<file path="src/rtl/pipelined_matrix_mult.sv">
// pipelined_matrix_mult: 3x3 unsigned 8-bit matrix product, three-stage
// free-running pipeline (register, multiply, accumulate), one result per clock.
module pipelined_matrix_mult (
  input  logic       clk,
  input  logic       rst,
  input  logic [7:0] a0,
  input  logic [7:0] a1,
  input  logic [7:0] a2,
  input  logic [7:0] a3,
  input  logic [7:0] a4,
  input  logic [7:0] a5,
  input  logic [7:0] a6,
  input  logic [7:0] a7,
  input  logic [7:0] a8,
  input  logic [7:0] b0,
  input  logic [7:0] b1,
  input  logic [7:0] b2,
  input  logic [7:0] b3,
  input  logic [7:0] b4,
  input  logic [7:0] b5,
  input  logic [7:0] b6,
  input  logic [7:0] b7,
  input  logic [7:0] b8,
  output logic [7:0] c0,
  output logic [7:0] c1,
  output logic [7:0] c2,
  output logic [7:0] c3,
  output logic [7:0] c4,
  output logic [7:0] c5,
  output logic [7:0] c6,
  output logic [7:0] c7,
  output logic [7:0] c8,
  output logic       done
);

  logic [8:0][7:0]   a_d, a_q;
  logic [8:0][7:0]   b_d, b_q;
  logic [26:0][15:0] p_d, p_q;
  logic [8:0][17:0]  sum;
  logic [8:0][9:0]   unused_hi;
  logic [8:0][7:0]   c_d, c_q;
  logic [2:0]        vld_d, vld_q;

  assign a_d = {a8, a7, a6, a5, a4, a3, a2, a1, a0};
  assign b_d = {b8, b7, b6, b5, b4, b3, b2, b1, b0};

  // Product index (i*3+j)*3+k holds A[i][k]*B[k][j]
  for (genvar i = 0; i < 3; i++) begin : g_row
    for (genvar j = 0; j < 3; j++) begin : g_col
      for (genvar k = 0; k < 3; k++) begin : g_k
        assign p_d[(i*3+j)*3+k] =
          16'(a_q[i*3+k]) * 16'(b_q[k*3+j]);
      end
    end
  end

  // Only the low byte is kept; the result wraps modulo 256
  for (genvar e = 0; e < 9; e++) begin : g_acc
    assign sum[e] = 18'(p_q[e*3])
                  + 18'(p_q[e*3+1])
                  + 18'(p_q[e*3+2]);
    assign c_d[e]       = sum[e][7:0];
    assign unused_hi[e] = sum[e][17:8];
  end

  assign vld_d = {vld_q[1:0], 1'b1};

  always_ff @(posedge clk or negedge rst) begin
    if (!rst) begin
      a_q   <= '0;
      b_q   <= '0;
      p_q   <= '0;
      c_q   <= '0;
      vld_q <= '0;
    end else begin
      a_q   <= a_d;
      b_q   <= b_d;
      p_q   <= p_d;
      c_q   <= c_d;
      vld_q <= vld_d;
    end
  end

  assign c0   = c_q[0];
  assign c1   = c_q[1];
  assign c2   = c_q[2];
  assign c3   = c_q[3];
  assign c4   = c_q[4];
  assign c5   = c_q[5];
  assign c6   = c_q[6];
  assign c7   = c_q[7];
  assign c8   = c_q[8];
  assign done = vld_q[2];

endmodule

</file>
<file path="config.mk">
export PLATFORM = sky130hd
export DESIGN_NAME = pipelined_matrix_mult
export DESIGN_NICKNAME = d
export VERILOG_FILES = /design/src/rtl/pipelined_matrix_mult.sv
export SDC_FILE = /design/constraint.sdc
export NUM_CORES = 2
export LEC_CHECK = 0
export ABC_AREA = 1
export ABC_CLOCK_PERIOD_IN_PS = 5500
export CAP_MARGIN = 30
export CORE_ASPECT_RATIO = 1.4
export CORE_MARGIN = 4
export CORE_UTILIZATION = 60
export DETAILED_ROUTE_END_ITERATION = 10
export PLACE_DENSITY = 0.92
export SYNTH_ARGS = -nofsm -noshare
export SYNTH_HDL_FRONTEND = slang
export SYNTH_SLANG_ARGS = --single-unit
</file>
<file path="constraint.sdc">
create_clock -name clk -period 5.5 [get_ports clk]
set_input_delay 0.55 -clock clk [delete_from_list [all_inputs] [get_ports clk]]
set_output_delay 0.55 -clock clk [all_outputs]
set_load 0.05 [all_outputs]
</file>
==> flow_summary.ini <==
[global_route]
grt_pass1_wl_um = 183000
antenna_found_initial = 7
grtUsageTotal = 0.314
grt_pass1_vias = 36600
grt_overflow = 0
grt_max_degree = 142

[timing]
worst_pin_slew_ps = 1100
skew_ps = 29.3
finalSetupViolCount = 0
setup_tns_ps = 0
whs_ps = 348
maxSlewHeadroom = 0.268
post-route-period-util = 0.818
hold_viol = 0
drv_slew = 0
rsz0062_at_grt = false
period_minus_slack_ps = 4500
finalWorstSetupSlack_ps = 1000
max_freq_mhz = 222

[floorplan]
die_w_um = 232
ioPinCount = 219
die_h_um = 321
start_util = 0.607
die_area_um2 = 74300
core_um2 = 69200
rows = 114

[yosys]
ys_types = 27
syn-cell-area_um2 = 42000
ys_warn_count = 0
yosys-top-cells-area = dfrtp_1, fa_1, ha_1
synth_top_family_by_area = adder cells
ys.flop_type = dfrtp_1
async_reset_ff_frac = 1.00
yosys.area_share.simple = 0.166
synth_xor_area_frac = 0.0678
synth-compound-area-share = 0.0168
synth_edf_count = 0
synth_seq_area_share = 0.259
synthAdderAreaFrac = 0.334
synthMuxAreaShare = 0
syn_area_per_cell_um2 = 8.00
synthDominantCellAreaShare = 0.259
yosysTopAreaCell = dfrtp_1
postSynthCellCount = 5245
ys_seq_elements = 435
syn_nets = 6273

[drt]
initialDrtViolationCount = 3006
via_per_inst = 5.38
ant_nets = 0
wl_met1_um = 36900
drc = 0
drt-total-wl_um = 114000
met3_length_um = 10200
vias = 34000
post_drt_wl_per_cell_um = 18.1
maxUsedRoutingLayer = met5
wl_met2_um = 55200
first_pass_iters = 6

[placement]
placed_area_um2 = 44700
dpl.hpwl_um = 85000
pre_cts_ws_ps = 1170
gp_congestion = 0.943
port-buffer-count = 218

[status]
status = completed

[worst_hold_path]
worstHoldStart = vld_q[1]
hp-class = register to register

[clocking]
clockBufferDepth = 3
clk_latency_ps = 630
path_clk_slew_ps = 80
cts_inserted_buffers = 45
cts_root_buffer = clkbuf_16
htree_levels = 2
tritoncts = done
clkSinkCount = 435

[worst_setup_path]
arrival_ps = 5000
reg2reg_from = a_q[57]
critPathKind = register to register
rr_endpoint = p_q[311]
critPathLaunchType = register
rrSetupSlack_ps = 1000
critPathLaunch = a_q[57]
cp.required_ps = 6000
ff2ff_path_depth = 15
worst_setup_path_end_kind = register
crit_end = p_q[311]
critPathMaxFanout = 21

[final_layout]
nNetsFinal = 6382
most-common-layout-cells = nand2_1, inv_1, ha_1, dfrtp_1, fa_1
layout-drive-gt1-share = 0.0200
finish.instance_area_um2 = 46400
area_growth_pct = 10.4
final_common_cell = nand2_1

[power_and_ir_drop]
vdd.ir_drop.worst_mv = 0.322
power.switching_mw = 8.71
total_power_mw = 18.7
power.share.switching = 0.466
comb_power_share = 0.553
p_seq_frac = 0.268
p_leak_nw = 28.5
powerDensity_nw_per_um2 = 404
clkPwrFrac = 0.179
p_int_mw = 10.0

[job]
maxCapViolCount = 0
==> cells in the mapped netlist (all sizes together), types with 8 or more instances <==
library cell / count
dfrtp: 435
a21oi: 94
inv: 1505
o21ai: 26
buf: 108
nand3: 202
nand3b: 8
xnor2: 144
nor2: 42
xor2: 180
nand2: 1514
fa: 396
ha: 486
clkbuf: 79
==> sequential cells by signal (all words and copies together), names as in the netlist, 8 cells and up <==
register  cells
c0            8
p_q         216
b_q          72
c7            8
c6            8
c4            8
c5            8
c2            8
c8            8
c3            8
a_q          72
c1            8
==> cells by family after synthesis <==
logic type / after synthesis
AOI/OAI and AO/OA: 134
xor gates and xnor gates: 324
adders and majority gates: 882
buffers and inverters: 1692
DFF: 435
other: 1
and+or+nand+nor: 1777
==> power groups by stage <==
stage | clock, mW | combinational [mW] | sequential (mW)
2_1_floorplan | 0 | 6.15 | 5.39
3_3_place_gp | 0 | 9.44 | 5.01
3_5_place_dp | 0 | 9.97 | 5.02
4_1_cts | 3.42 | 10.2 | 4.98
5_1_grt | 3.53 | 11.3 | 5.08
6_report | 3.36 | 10.3 | 5.01
==> worst min path at each step <==
stage | end | cells after the start
after floorplan | a_q[0] | 0
after global placement | vld_q[1] | 0
after detailed placement | vld_q[2] | 0
after CTS | b_q[36] | 1
after global routing | b_q[36] | 1
final | vld_q[2] | 0
==> repair_timing <==
item / CTS / global route
hold buffers: 1 / 0
hold endpoints to repair: 61 / 0
buffers inserted: 0 / 0
gates resized for setup: 0 / 0
==> metrics by stage <==
stage	cells	utilization
2_1_floorplan	5245	-
3_3_place_gp	6230	0.645
3_5_place_dp	6234	0.647
4_1_cts	6317	0.670
5_1_grt	6317	0.670
6_report	6318	0.670
==> routing by layer <==
metal  vias up  track usage
met5         -            0
met1     16200        0.339
met2      1904        0.533
met3       741       0.0580
li1      15200            -
met4         6        0.260
==> critical path: stages, from the launching register on <==
cell and delay, ps:
dfrtp_1 920, nand2_1 190, fa_1 490, fa_1 540, inv_1 50, fa_1 470
inv_1 60, fa_1 540, inv_1 50, ha_1 320, a21oi_1 240, nand3_1 140
nand3_1 160, nand2_1 90, nand2_1 60, nand2_1 40
==> cell type report <==
class,count,area (um^2)
well taps,928,1160
clock buffers,57,1230
multi-input cells,3118,24500
flip-flops and latches,435,10900
repair buffers,249,2510
diodes,1,2.50
clock inverters,25,360
fillers,4808,22800
inverters,1505,5650
(Power assumes the default switching activity.)
